--- config.mk ---
export PLATFORM = sky130hd
export DESIGN_NAME = branch_resolve_predict_flat
export DESIGN_NICKNAME = d
export VERILOG_FILES = /design/src/rtl/branch_resolve_predict_pkg.sv /design/src/rtl/branch_resolve_predict_if.sv /design/src/rtl/branch_resolve_predict_bht_table.sv /design/src/rtl/branch_resolve_predict.sv /design/src/flat_wrapper.sv
export SDC_FILE = /design/constraint.sdc
export NUM_CORES = 1
export LEC_CHECK = 0
export BUFFER_PORTS_ARGS = -buffer_cell sky130_fd_sc_hd__buf_2
export CAP_MARGIN = 20
export CORE_MARGIN = 5
export CORE_UTILIZATION = 49
export CTS_CLUSTER_DIAMETER = 60
export DETAILED_ROUTE_END_ITERATION = 10
export GPL_TIMING_DRIVEN = 0
export PLACE_DENSITY = 0.74
export SYNTH_ARGS = -nofsm -noshare
export SYNTH_HDL_FRONTEND = slang
export SYNTH_SLANG_ARGS = --single-unit
--- constraint.sdc ---
create_clock -name CLK -period 5 [get_ports CLK]
set_clock_uncertainty 0.2 [all_clocks]
set_input_delay 1 -clock CLK [delete_from_list [all_inputs] [get_ports CLK]]
set_output_delay 1 -clock CLK [all_outputs]
set_load 0.02 [all_outputs]
--- src/rtl/branch_resolve_predict_pkg.sv ---
// Shared types and helpers for the EX-stage branch resolver and its direction table.
// Encodes the branch direction rules and the 2-bit saturating counter step.
package otter_br_pkg;

  typedef enum logic [1:0] {SNT = 2'd0, WNT = 2'd1, WT = 2'd2, ST = 2'd3} bht_state_t;

  localparam logic [2:0] BEQ  = 3'b000;
  localparam logic [2:0] BNE  = 3'b001;
  localparam logic [2:0] BLT  = 3'b100;
  localparam logic [2:0] BGE  = 3'b101;
  localparam logic [2:0] BLTU = 3'b110;
  localparam logic [2:0] BGEU = 3'b111;

  // Returns {taken, illegal}; 010/011 are not branch encodings.
  function automatic logic [1:0] br_taken(input logic [2:0] f3, input logic eq,
                                          input logic lt, input logic ltu);
    logic [1:0] r;
    case (f3)
      BEQ:     r = {eq,   1'b0};
      BNE:     r = {~eq,  1'b0};
      BLT:     r = {lt,   1'b0};
      BGE:     r = {~lt,  1'b0};
      BLTU:    r = {ltu,  1'b0};
      BGEU:    r = {~ltu, 1'b0};
      default: r = 2'b01;
    endcase
    return r;
  endfunction

  function automatic bht_state_t bht_next(input bht_state_t s, input logic taken);
    bht_state_t n;
    case (s)
      SNT:     n = taken ? WNT : SNT;
      WNT:     n = taken ? WT  : SNT;
      WT:      n = taken ? ST  : WNT;
      default: n = taken ? ST  : WT;
    endcase
    return n;
  endfunction

endpackage

--- src/rtl/branch_resolve_predict_if.sv ---
// Fetch lookup, EX branch operands and resolver outputs bundled as one port.
interface branch_resolve_predict_if;
  logic [31:0] if_pc;
  logic        pred_taken;
  logic        ex_valid;
  logic [31:0] ex_pc;
  logic [2:0]  ex_funct3;
  logic        ex_pred_taken;
  logic [31:0] ex_target;
  logic        br_eq;
  logic        br_lt;
  logic        br_ltu;
  logic        flush;
  logic [31:0] redirect_pc;
  logic        illegal_br;
  logic [31:0] branch_cnt;
  logic [31:0] mispred_cnt;

  modport master (
    output if_pc, ex_valid, ex_pc, ex_funct3, ex_pred_taken, ex_target,
           br_eq, br_lt, br_ltu,
    input  pred_taken, flush, redirect_pc, illegal_br, branch_cnt, mispred_cnt
  );

  modport slave (
    input  if_pc, ex_valid, ex_pc, ex_funct3, ex_pred_taken, ex_target,
           br_eq, br_lt, br_ltu,
    output pred_taken, flush, redirect_pc, illegal_br, branch_cnt, mispred_cnt
  );
endinterface

--- src/rtl/branch_resolve_predict_bht_table.sv ---
// Table of 2-bit direction counters: async read for fetch, counter step on write.
// Read-before-write: a same-index read in the update cycle sees the old state.
module bht_table
  import otter_br_pkg::*;
#(
  parameter int BHT_ENTRIES = 64,
  parameter int IDX_W       = $clog2(BHT_ENTRIES)
) (
  input  logic             clk,
  input  logic             rst,
  input  logic [IDX_W-1:0] i_rd_idx,
  output bht_state_t       o_rd_state,
  input  logic             i_we,
  input  logic [IDX_W-1:0] i_wr_idx,
  input  logic             i_taken
);

  bht_state_t r_cnt [BHT_ENTRIES];

  assign o_rd_state = r_cnt[i_rd_idx];

  always_ff @(posedge clk) begin
    if (rst) begin
      for (int i = 0; i < BHT_ENTRIES; i++) r_cnt[i] <= WNT;
    end else if (i_we) begin
      r_cnt[i_wr_idx] <= bht_next(r_cnt[i_wr_idx], i_taken);
    end
  end

endmodule

--- src/rtl/branch_resolve_predict.sv ---
// EX-stage branch resolver: direction decode, mispredict flush/redirect,
// direction-table training and branch statistics.
module branch_resolve_predict
  import otter_br_pkg::*;
#(
  parameter int BHT_ENTRIES = 64,
  localparam int IDX_W      = $clog2(BHT_ENTRIES)
) (
  input  logic                    CLK,
  input  logic                    RST,
  branch_resolve_predict_if.slave bus
);

  logic        r_flush;
  logic [31:0] r_redirect_pc;
  logic        r_illegal_br;
  logic [31:0] r_branch_cnt;
  logic [31:0] r_mispred_cnt;

  logic        w_res;
  logic        w_taken;
  logic        w_illegal;
  logic        w_upd;
  logic        w_mis;
  bht_state_t  w_rd_state;
  logic        w_unused_pc_bits;

  // The instruction in EX while flush is high is on the squashed path.
  assign w_res = bus.ex_valid & ~r_flush;
  assign {w_taken, w_illegal} = br_taken(bus.ex_funct3, bus.br_eq, bus.br_lt, bus.br_ltu);
  assign w_upd = w_res & ~w_illegal;
  assign w_mis = w_taken ^ bus.ex_pred_taken;

  assign w_unused_pc_bits = ^{bus.if_pc[31:IDX_W+2], bus.if_pc[1:0]};

  bht_table #(.BHT_ENTRIES(BHT_ENTRIES), .IDX_W(IDX_W)) u_bht (
    .clk        (CLK),
    .rst        (RST),
    .i_rd_idx   (bus.if_pc[IDX_W+1:2]),
    .o_rd_state (w_rd_state),
    .i_we       (w_upd),
    .i_wr_idx   (bus.ex_pc[IDX_W+1:2]),
    .i_taken    (w_taken)
  );

  always_ff @(posedge CLK) begin
    if (RST) begin
      r_flush       <= 1'b0;
      r_redirect_pc <= 32'd0;
      r_illegal_br  <= 1'b0;
      r_branch_cnt  <= 32'd0;
      r_mispred_cnt <= 32'd0;
    end else begin
      r_flush      <= w_upd & w_mis;
      r_illegal_br <= w_res & w_illegal;
      if (w_upd) begin
        r_redirect_pc <= w_taken ? bus.ex_target : bus.ex_pc + 32'd4;
        r_branch_cnt  <= r_branch_cnt + 32'd1;
        if (w_mis) r_mispred_cnt <= r_mispred_cnt + 32'd1;
      end
    end
  end

  assign bus.pred_taken  = w_rd_state[1];
  assign bus.flush       = r_flush;
  assign bus.redirect_pc = r_redirect_pc;
  assign bus.illegal_br  = r_illegal_br;
  assign bus.branch_cnt  = r_branch_cnt;
  assign bus.mispred_cnt = r_mispred_cnt;

endmodule

--- src/flat_wrapper.sv ---
// flat-port wrapper written by rule: the top's interface ports become plain ports
module branch_resolve_predict_flat import otter_br_pkg::*;
#(
  parameter int BHT_ENTRIES = 64,
  localparam int IDX_W      = $clog2(BHT_ENTRIES)
)
  (CLK, RST, bus_if_pc, bus_ex_valid, bus_ex_pc, bus_ex_funct3, bus_ex_pred_taken, bus_ex_target, bus_br_eq, bus_br_lt, bus_br_ltu, bus_pred_taken, bus_flush, bus_redirect_pc, bus_illegal_br, bus_branch_cnt, bus_mispred_cnt);
  branch_resolve_predict_if bus_i ();
  input  logic CLK;
  input  logic RST;
  input wire logic [$bits(bus_i.if_pc)-1:0] bus_if_pc;
  input wire logic [$bits(bus_i.ex_valid)-1:0] bus_ex_valid;
  input wire logic [$bits(bus_i.ex_pc)-1:0] bus_ex_pc;
  input wire logic [$bits(bus_i.ex_funct3)-1:0] bus_ex_funct3;
  input wire logic [$bits(bus_i.ex_pred_taken)-1:0] bus_ex_pred_taken;
  input wire logic [$bits(bus_i.ex_target)-1:0] bus_ex_target;
  input wire logic [$bits(bus_i.br_eq)-1:0] bus_br_eq;
  input wire logic [$bits(bus_i.br_lt)-1:0] bus_br_lt;
  input wire logic [$bits(bus_i.br_ltu)-1:0] bus_br_ltu;
  output wire logic [$bits(bus_i.pred_taken)-1:0] bus_pred_taken;
  output wire logic [$bits(bus_i.flush)-1:0] bus_flush;
  output wire logic [$bits(bus_i.redirect_pc)-1:0] bus_redirect_pc;
  output wire logic [$bits(bus_i.illegal_br)-1:0] bus_illegal_br;
  output wire logic [$bits(bus_i.branch_cnt)-1:0] bus_branch_cnt;
  output wire logic [$bits(bus_i.mispred_cnt)-1:0] bus_mispred_cnt;
  assign bus_i.if_pc = bus_if_pc;
  assign bus_i.ex_valid = bus_ex_valid;
  assign bus_i.ex_pc = bus_ex_pc;
  assign bus_i.ex_funct3 = bus_ex_funct3;
  assign bus_i.ex_pred_taken = bus_ex_pred_taken;
  assign bus_i.ex_target = bus_ex_target;
  assign bus_i.br_eq = bus_br_eq;
  assign bus_i.br_lt = bus_br_lt;
  assign bus_i.br_ltu = bus_br_ltu;
  assign bus_pred_taken = bus_i.pred_taken;
  assign bus_flush = bus_i.flush;
  assign bus_redirect_pc = bus_i.redirect_pc;
  assign bus_illegal_br = bus_i.illegal_br;
  assign bus_branch_cnt = bus_i.branch_cnt;
  assign bus_mispred_cnt = bus_i.mispred_cnt;
  branch_resolve_predict #(.BHT_ENTRIES(BHT_ENTRIES)) u_core (.CLK(CLK), .RST(RST), .bus(bus_i));
endmodule
==> results of run 1 <==
-- power groups by stage --
stage / combinational, uW / sequential (uW) / clock (uW)
after floorplan: 372 / 2110 / 0
after global placement: 621 / 2080 / 0
after detailed placement: 626 / 2090 / 0
after CTS: 628 / 2050 / 1890
after global routing: 684 / 2050 / 1970
final: 642 / 2050 / 1890
-- layout by cell type, fill, tap and decap left out, types with 26 or more instances in the layout --
cell type                   netlist  layout
sky130_fd_sc_hd__a21o_1          26      26
sky130_fd_sc_hd__nor3_1          74      74
sky130_fd_sc_hd__mux4_2          27      27
sky130_fd_sc_hd__edfxtp_1       128     128
sky130_fd_sc_hd__clkbuf_1        68      72
sky130_fd_sc_hd__mux2i_1         34      34
sky130_fd_sc_hd__xnor2_1         35      35
sky130_fd_sc_hd__buf_2           12     188
sky130_fd_sc_hd__nand2_1         82      82
sky130_fd_sc_hd__xor2_1          52      52
sky130_fd_sc_hd__nand3_1         91      91
sky130_fd_sc_hd__nor2_1         154     154
sky130_fd_sc_hd__dfxtp_1         98      98
sky130_fd_sc_hd__a21oi_1         54      54
sky130_fd_sc_hd__o21bai_1        26      26
sky130_fd_sc_hd__clkbuf_16        0      27
-- logic make-up (layout without fill, tap and decap cells) --
kind of cell,count (synthesis),count (layout),synth area share (%)
fa+ha+maj,3,3,0.317
simple gates,504,504,20.2
other cells,0,2,0
mux,71,71,9.09
flops,226,226,49.1
compound gates,190,190,10.8
buf+inv,107,331,4.12
xor+xnor,87,87,6.44
-- critical path, stage by stage --
cell                              delay (ns)
sky130_fd_sc_hd__clkbuf_1               0.47
sky130_fd_sc_hd__clkdlybuf4s15_2        0.60
sky130_fd_sc_hd__mux4_2                 0.62
sky130_fd_sc_hd__mux4_2                 0.54
sky130_fd_sc_hd__mux2i_1                0.19
sky130_fd_sc_hd__a21oi_1                0.08
sky130_fd_sc_hd__buf_2                  0.16
-- metal layers --
layer	track usage, %	vias up	wire (um)
li1	-	4741	-
met1	37.2	5033	14900
met2	45.4	662	18400
met3	6.58	156	4390
met4	13.8	4	2200
met5	0	-	21
-- flip-flops by register name, indices dropped and copies added (netlist names) --
signal / flops
u_core.bus.flush: 1
u_core.bus.redirect_pc: 32
u_core.bus.branch_cnt: 32
u_core.u_bht.r_cnt: 128
u_core.bus.illegal_br: 1
u_core.bus.mispred_cnt: 32
-- final cells by class --
class	count	area, um2	share of cell area [%]
timing repair buffer	176	881	6.30
sequential	226	5810	41.5
clock buffer	33	718	5.14
antenna	2	5.00	0.0358
multi-input combinational	855	5540	39.6
clock inverter	15	134	0.958
inverter	11	41.3	0.295
tap	319	399	2.86
buffer	96	454	3.25
-- path summary, 6_finish.rpt --
| path | startpoint | to | slack [ns] | cells after the start |
|---|---|---|---|---|
| max | bus_if_pc[2] | bus_pred_taken | 0.12 | 7 |
| min | u_core.bus.redirect_pc[4] | u_core.bus.redirect_pc[4] | 0.26 | 2 |
| max reg2reg | u_core.bus.flush | u_core.u_bht.r_cnt[1][1] | 1.31 | 7 |
| min reg2reg | u_core.bus.redirect_pc[4] | u_core.bus.redirect_pc[4] | 0.26 | 2 |
-- what timing repair did --
item,4_1_cts,5_1_grt
setup buffers,0,0
gates resized for setup,2,0
endpoints found under the setup margin,1,0
hold endpoints to repair,0,0
-- per-stage QoR --
step	std cells	util [%]	TNS, ns	power (uW)
finish	1733	59.2	0	4580
detailed placement	1683	55.5	-7.34	2710
CTS	1731	59.2	0	4570
global placement	1683	55.5	-7.95	2700
global route	1732	59.2	0	4700
floorplan	1188	-	0	2480
==> metrics.md, run 1 <==
| Metric | Value |
|---|---|
| Static leakage | ~0.0052 uW |
| Slew of the pin with the lowest slew margin | 1.06 ns |
| Number of sinks handled by clock tree synthesis | 226 |
| Switching pwr | 1260 uW |
| Synthesized instance count | 1188 |
| Sum of overflow across all layers after global routing | 0 |
| Fraction of synthesized cell area taken by the top area cell type | between 30% and 40% |
| Data arrival at the endpoint of the critical path | about 3.7 ns |
| Drt first pass iters | 5 |
| Global-route wire length before repair | about 60000 um |
| Port Buf Inserts | 176 |
| Clock root buffer | sky130_fd_sc_hd__clkbuf_16 |
| Final routed DRC violation total | 0 |
| Number of hold-repair buffers added at the cts stage | 0 |
| Syn Nets | between 1000 and 1500 |
| Main area contributors after synthesis | sky130_fd_sc_hd__edfxtp_1, sky130_fd_sc_hd__dfxtp_1, sky130_fd_sc_hd__mux4_2, sky130_fd_sc_hd__nor2_1, sky130_fd_sc_hd__nand3_1 |
| Crit end category | output port |
| Antenna violations before repair | 3 |
| Number of different library cells in the post-synthesis netlist | 57 |
| Top cell types by occurrence after synthesis | sky130_fd_sc_hd__nor2_1, sky130_fd_sc_hd__edfxtp_1, sky130_fd_sc_hd__dfxtp_1 |
| Effective utilization at floorplan | between 50% and 60% |
| HPWL after DPL | just under 30000 um |
| Residual antenna-violating net count after detailed routing | 0 |
| Pre-CTS worst setup slack | -0.216 ns |
| Count of maximum capacitance violations | 0 |
| Number of vias per cell after detailed routing | about 6.1 |
| Total CTS buffers | 26 |
| Cell-internal power | roughly 3300 uW |
| Part of the Yosys area used for sequential elements | 49.1% |
| Vias | 10596 |
| Maximum count of clock buffers along a single path | 3 |
| Leading area contributor after synthesis | sky130_fd_sc_hd__edfxtp_1 |
| Clock tree from TritonCTS | built |
| Async set-reset flop share out of synthesis | 0% |
| Horizontal extent of the die | 165 um |
| Routability Congestion | about 1.0 |
| Power per unit of standard cell area | approximately 330 mW/mm2 |
| Tmin final | between 4 and 5 ns |
| H-Tree Depth | 1 |
| Critical path class | in -> out |
| Unrepaired setup endpoints after global routing | false |
| Number of synthesized register bits | between 200 and 250 |
| Switching fraction of total power | between 20 and 30% |
| Startpoint type of the worst setup path | input port |
| Slack of the critical path | 0.122 ns |
| Count of standard-cell rows | 56 |
| Number of max-slew violations in the final report | 0 |
| Fraction of final layout cells with drive strength greater than 1 | between 20% and 30% |
| Most frequently used cell type in the post-synthesis netlist | sky130_fd_sc_hd__nor2_1 |
| Floorplan die height | approximately 170 um |
| Fill cells | approximately 2000 |
| Nets | 1501 |
| Comb power frac | ~14% |
| Worst-case vdd ir drop | roughly 0.00027 V |
| Post-route fraction of the period consumed by the critical path | between 90% and 100% |
| Sequential group share of total power | ~45% |
| Overall global routing resource usage | 28.6% |
| Synth warn | 0 |
| Worst min-delay path class | reg -> reg |
| Worst hold slack | ~0.26 ns |
| Worst skew pair latency | 0.54 ns |
| Synthesis-to-finish area growth | 18.1% |
| Crit Path Max Fanout | 10 |
| Die Area | approximately 0.027 mm2 |
| Worst slew slack as a fraction of its limit | 28.8% |
| Clock network fraction of total power | between 40% and 50% |
| Netlist Area Pre-Place | about 0.012 mm2 |
| Pin count of the biggest net entering global routing | 15 |
| Mean cell area of the mapped netlist | roughly 10 um2 |
| CTS clock-pin slew for the worst setup and hold paths | roughly 0.060 ns |
| Routed length per placed instance | approximately 23 um |
| IO Pins | ~210 |
| Critical path data required time | between 3 and 4 ns |
| Wire length reported by the detailed router | between 30000 and 40000 um |
| Final Hold Fails | 0 |
| Final instance area | 0.0140 mm2 |
| Post-Place Cell Area | between 0.01 and 0.015 mm2 |
| Number of enable flip-flop cells after synthesis | 128 |
| Via count of the first global-routing pass | about 10000 |
| Violation count after the first detailed-routing iteration | about 1300 |
| Placeable core area | 0.0236 mm2 |
| Most used flip-flop cell after synthesis | sky130_fd_sc_hd__edfxtp_1 |
| Outcome | finished clean |
| Number of endpoints failing setup at the final stage | 0 |
| Max Clock Freq | 205 MHz |
Power figures use the tool's default switching activity.
==> run 2: changes to the inputs <==
- RECOVER_POWER: unset -> 25
==> metrics.md, run 2 (synthesis results as in run 1) <==
| Metric | Value |
|---|---|
| Crit end category | output port |
| Top library cells by usage in the layout, fill and taps aside | sky130_fd_sc_hd__clkbuf_1, sky130_fd_sc_hd__nor2_1, sky130_fd_sc_hd__edfxtp_1 |
| Synthesis-to-finish area growth | 17.1% |
| Nets | 1501 (unchanged) |
| Cell count of the worst reg-to-reg path | 7 (unchanged) |
| Clock root buffer | sky130_fd_sc_hd__clkbuf_16 |
| Post-layout utilization of the core | 58.7% (-0.52 points) |
| Final routed DRC violation total | 0 (unchanged) |
| Drt first pass iters | 6 (+1) |
| Static leakage | 0.00474 uW (-8.1%) |
| Hold-critical path depth | 2 (unchanged) |
| Overall global routing resource usage | 28.6% (unchanged) |
| Worst-case vdd ir drop | 0.000271 V (+0.80%) |
| Power consumption | 4570 uW (-0.15%) |
| Worst slew slack as a fraction of its limit | 27.1% (-1.8 points) |
| Data arrival at the endpoint of the critical path | 3.68 ns (about the same) |
| Post-route fraction of the period consumed by the critical path | 97.6% (about the same) |
| Unrepaired setup endpoints after global routing | false |
| Residual antenna-violating net count after detailed routing | 0 (unchanged) |
| Flip-flop count of the largest register, all copies and words added | 128 (unchanged) |
| Total CTS buffers | 26 (unchanged) |
| CTS clock-pin slew for the worst setup and hold paths | 0.06 ns (about the same) |
| HPWL after DPL | 29100 um (unchanged) |
| Clock tree from TritonCTS | built |
| Worst r2r dst | u_core.u_bht.r_cnt[1][1] |
| Number of hold-repair buffers added at the cts stage | 0 (unchanged) |
| Power per unit of standard cell area | 330 mW/mm2 (+0.74%) |
| Count of maximum capacitance violations | 0 (unchanged) |
| H-Tree Depth | 1 (unchanged) |
| Via count of the first global-routing pass | 10359 (unchanged) |
| IO Pins | 205 (unchanged) |
| Horizontal extent of the die | 165 um (unchanged) |
| Worst reg2reg startpoint | u_core.bus.flush |
| Max Clock Freq | 205 MHz (about the same) |
| Critical path class | in -> out |
| Violation count after the first detailed-routing iteration | 1397 (+8.5%) |
| Startpoint type of the worst setup path | input port |
| Pin count of the biggest net entering global routing | 15 (unchanged) |
| Global-route wire length before repair | 59600 um (unchanged) |
| Number of max-slew violations in the final report | 0 (unchanged) |
| Fraction of final layout cells with drive strength greater than 1 | 13.8% (-6.9 points) |
| Register-to-register path setup slack | 1.31 ns (about the same) |
| Number of endpoints failing setup at the final stage | 0 (unchanged) |
| Worst-case hold path end point | u_core.bus.redirect_pc[4] |
| Effective utilization at floorplan | 50.1% (unchanged) |
| Tmin final | 4.88 ns (+0.00160 ns) |
| Sum of overflow across all layers after global routing | 0 (unchanged) |
| Routability Congestion | 1.01 (unchanged) |
| Worst min-delay path class | reg -> reg |
| Worst skew pair latency | 0.54 ns (about the same) |
| Wire length reported by the detailed router | 39800 um (-0.23%) |
| Count of standard-cell rows | 56 (unchanged) |
| Commonest non-fill, non-tap cell in the layout | sky130_fd_sc_hd__clkbuf_1 |
| Critical path data required time | 3.80 ns (about the same) |
| Vias | 10571 (-0.24%) |
| Antenna violations before repair | 3 (unchanged) |
| Top register by number of flip-flops | u_core.u_bht.r_cnt |
| Final Hold Fails | 0 (unchanged) |
| Die Area | 0.0274 mm2 (unchanged) |
| Placeable core area | 0.0236 mm2 (unchanged) |
| Number of sinks handled by clock tree synthesis | 226 (unchanged) |
| Routed length per placed instance | 23.0 um (-0.23%) |
| Crit Path Max Fanout | 10 (unchanged) |
| Outcome | finished clean |
| Maximum count of clock buffers along a single path | 3 (unchanged) |
| Number of vias per cell after detailed routing | 6.10 (-0.24%) |
| Floorplan die height | 165 um (unchanged) |
| Slew of the pin with the lowest slew margin | 1.09 ns (+0.0264 ns) |
| Port Buf Inserts | 176 (unchanged) |
| Launch instance of the worst min-delay path | u_core.bus.redirect_pc[4] |
-- run 2: cell count changes in the layout (fill, tap and decap cells not counted), sizes merged --
cell    before  now
buf        203  104
clkbuf     101  200
-- run 2: through the flow --
stage               hold WS (ns)  instances  setup WS [ns]  setup TNS, ns  cell area (um2)
CTS                        0.260       1731          0.137              0            14000
global route               0.285       1732        0.00412              0            13900
floorplan                  0.330       1188          0.498              0            11800
finish                     0.260       1733          0.121              0            13900
global placement           0.241       1683         -0.215          -7.95            13100
detailed placement         0.247       1683         -0.216          -7.34            13100
-- run 2: layout make-up --
class	count	area, um2
Multi-Input combinational cell	855	5540
Clock buffer	33	718
Antenna cell	2	5.00
Timing Repair Buffer	176	758
Fill cell	2096	9760
Buffer	96	454
Sequential cell	226	5810
Inverter	11	41.3
Clock inverter	15	134
Tap cell	319	399
-- run 2: worst max-delay path by stage --
stage	startpoint	endpoint	slack (ns)	cells past startpoint
final	bus_if_pc[2]	bus_pred_taken	0.12	7
after global routing	bus_if_pc[2]	bus_pred_taken	0.004	7
after CTS	bus_if_pc[2]	bus_pred_taken	0.14	7
after detailed placement	bus_ex_pc[3]	u_core.u_bht.r_cnt[1][0]	-0.22	14
after global placement	bus_ex_pc[3]	u_core.u_bht.r_cnt[1][0]	-0.22	14
after floorplan	bus_if_pc[2]	bus_pred_taken	0.50	6
-- run 2: routing by layer --
| metal | part of all wire, % | global-route usage (%) |
|---|---|---|
| met4 | 5.6 | 13.8 |
| met2 | 46 | 45.4 |
| met3 | 11 | 6.58 |
| met5 | 0.053 | 0 |
| met1 | 37 | 37.2 |
-- run 2: worst max-delay path: stages --
cell	delay [ns]
sky130_fd_sc_hd__clkbuf_1	0.46
sky130_fd_sc_hd__clkdlybuf4s15_2	0.60
sky130_fd_sc_hd__mux4_2	0.63
sky130_fd_sc_hd__mux4_2	0.54
sky130_fd_sc_hd__mux2i_1	0.19
sky130_fd_sc_hd__a21oi_1	0.09
sky130_fd_sc_hd__buf_2	0.16
-- run 2: report_power, final --
| part | internal (uW) | switching, uW |
|---|---|---|
| Clock | 1080 | 810 |
| Combinational | 211 | 424 |
| Sequential | 2020 | 31.1 |
| Total | 3310 | 1260 |
-- run 2: what timing repair did --
action | CTS | global route
setup buffers | 0 | 0
setup endpoints to repair | 1 | 0
endpoints found under the hold margin | 0 | 0
resized for setup | 2 | 0
==> run 3: changes to the inputs <==
- PLACE_DENSITY: 0.74 -> 0.82
==> metrics.md, run 3 (synthesis results as in run 1) <==
| Metric | Value |
|---|---|
| Slew of the pin with the lowest slew margin | 1.20 ns (+0.108 ns) |
| Placeable core area | 0.0236 mm2 (unchanged) |
| Final Hold Fails | 0 (unchanged) |
| Via count of the first global-routing pass | 10681 (+3.1%) |
| Port Buf Inserts | 176 (unchanged) |
| Effective utilization at floorplan | 50.1% (unchanged) |
| Sum of overflow across all layers after global routing | 0 (unchanged) |
| Post-placement cell count | 1683 (unchanged) |
| Global-route wire length before repair | 59900 um (+0.44%) |
| Critical path class | in -> out |
| Buffer count from post-CTS setup fixing | 0 (unchanged) |
| Worst reg2reg startpoint | u_core.bus.flush |
| Crit end category | output port |
| Cell count of the worst reg-to-reg path | 7 (unchanged) |
| Antenna violations before repair | 2 (-1) |
| Static leakage | 0.00477 uW (+0.70%) |
| Unrepaired setup endpoints after global routing | false |
| IO Pins | 205 (unchanged) |
| Register-to-register path setup slack | 1.32 ns (about the same) |
| Power per unit of standard cell area | 333 mW/mm2 (+1.0%) |
| Crit Path Max Fanout | 10 (unchanged) |
| Routed length per placed instance | 23.2 um (+1.1%) |
| Data arrival at the endpoint of the critical path | 3.57 ns (-0.11 ns) |
| Top register by number of flip-flops | u_core.u_bht.r_cnt |
| Commonest non-fill, non-tap cell in the layout | sky130_fd_sc_hd__clkbuf_1 |
| Worst r2r dst | u_core.u_bht.r_cnt[60][1] |
| Worst min-delay path class | reg -> reg |
| Top library cells by usage in the layout, fill and taps aside | sky130_fd_sc_hd__clkbuf_1, sky130_fd_sc_hd__nor2_1, sky130_fd_sc_hd__edfxtp_1 |
| Pin count of the biggest net entering global routing | 16 (+1) |
| Clock tree from TritonCTS | built |
| Clock root buffer | sky130_fd_sc_hd__clkbuf_16 |
| Launch instance of the worst min-delay path | u_core.bus.redirect_pc[4] |
| Max Clock Freq | 210 MHz (+2.3%) |
| Startpoint type of the worst setup path | input port |
| CTS clock-pin slew for the worst setup and hold paths | 0.06 ns (about the same) |
| Outcome | finished clean |
| Worst slew slack as a fraction of its limit | 19.9% (-7.2 points) |
| Number of hold-repair buffers added at the cts stage | 0 (unchanged) |
| Worst skew pair latency | 0.55 ns (about the same) |
| H-Tree Depth | 1 (unchanged) |
| Worst-case vdd ir drop | 0.000217 V (-20%) |
| Overall global routing resource usage | 28.5% (-0.093 points) |
| Setup TNS after final layout | 0 ns (unchanged) |
| Hold-critical path depth | 2 (unchanged) |
| Number of max-slew violations in the final report | 0 (unchanged) |
| Total area of sequential cells | 0.00581 mm2 (unchanged) |
| Die Area | 0.0274 mm2 (unchanged) |
| Number of vias per cell after detailed routing | 6.23 (+2.1%) |
| Number of endpoints failing setup at the final stage | 0 (unchanged) |
| Maximum count of clock buffers along a single path | 3 (unchanged) |
| Number of sinks handled by clock tree synthesis | 226 (unchanged) |
| Synthesis-to-finish area growth | 17.6% |
| Critical path data required time | 3.80 ns (about the same) |
| Horizontal extent of the die | 165 um (unchanged) |
| Slack of the critical path | 0.229 ns (+0.108 ns) |
| Count of standard-cell rows | 56 (unchanged) |
| Nets | 1504 (+0.20%) |
| Vias | 10814 (+2.3%) |
| Tmin final | 4.77 ns (-0.108 ns) |
| Post-Layout Cell Count | 1736 (+0.17%) |
| Post-route fraction of the period consumed by the critical path | 95.4% (-2.2 points) |
| Pre-CTS worst setup slack | -0.109 ns (+0.107 ns) |
| Count of maximum capacitance violations | 0 (unchanged) |
| Wire length reported by the detailed router | 40300 um (+1.3%) |
| Final routed DRC violation total | 0 (unchanged) |
| Multi-input logic area | 0.00554 mm2 (unchanged) |
| Residual antenna-violating net count after detailed routing | 0 (unchanged) |
| HPWL after DPL | 29000 um (-0.29%) |
| Drt first pass iters | 6 (unchanged) |
| Floorplan die height | 165 um (unchanged) |
| Fraction of final layout cells with drive strength greater than 1 | 14.2% (+0.39 points) |
| Worst-case hold path end point | u_core.bus.redirect_pc[4] |
| Routability Congestion | 1.04 (+2.6%) |
| Flip-flop count of the largest register, all copies and words added | 128 (unchanged) |
| Power consumption | 4640 uW (+1.5%) |
| Violation count after the first detailed-routing iteration | 1501 (+7.4%) |
| Total CTS buffers | 26 (unchanged) |
| Fill cells | 2033 (-3.0%) |
-- run 3: what timing repair did --
| item | in CTS | in global routing |
|---|---|---|
| endpoints found under the setup margin | 1 | 0 |
| hold endpoints to repair | 0 | 0 |
| resized for setup | 2 | 0 |
-- run 3: per-layer routing --
layer / wire length (um) / track usage, %
met1: 14500 / 35.8
met2: 18500 / 45.3
met3: 4750 / 7.64
met4: 2450 / 14.9
met5: 13 / 0
-- run 3: layout make-up --
class	instances	area share, %
antenna	2	0.0360
timing repair buffer	179	5.64
buffer	96	3.26
multi-input combinational	855	39.8
tap	319	2.87
clock inverter	17	1.06
clock buffer	31	5.34
sequential	226	41.7
inverter	11	0.297
-- run 3: through the flow --
stage               hold slack, ns  cell area (um2)  util [%]
floorplan                    0.330            11800         -
global placement             0.239            13100      55.5
detailed placement           0.249            13100      55.5
CTS                          0.257            14000      59.3
global route                 0.287            13900      58.9
finish                       0.257            13900      59.0
-- run 3: power breakdown --
group / switching (uW) / internal (uW) / total [uW]
registers: 33.8 / 2020 / 2050
logic: 427 / 212 / 639
clock network: 824 / 1130 / 1950
-- run 3: how the worst max path moves through the flow --
stage	from	end	slack, ns	depth (start not counted)
3_5_place_dp	bus_ex_pc[3]	u_core.u_bht.r_cnt[0][0]	-0.11	14
6_report	bus_if_pc[2]	bus_pred_taken	0.23	7
3_3_place_gp	bus_if_pc[2]	bus_pred_taken	-0.07	7
2_1_floorplan	bus_if_pc[2]	bus_pred_taken	0.50	6
4_1_cts	bus_if_pc[2]	bus_pred_taken	0.20	7
5_1_grt	bus_if_pc[2]	bus_pred_taken	0.03	7
-- run 3: worst max-delay path, stage by stage --
cell                              delay (ns)
sky130_fd_sc_hd__clkbuf_1               0.43
sky130_fd_sc_hd__clkdlybuf4s15_2        0.58
sky130_fd_sc_hd__mux4_2                 0.61
sky130_fd_sc_hd__mux4_2                 0.49
sky130_fd_sc_hd__a211oi_1               0.24
sky130_fd_sc_hd__a21oi_1                0.06
sky130_fd_sc_hd__buf_2                  0.16
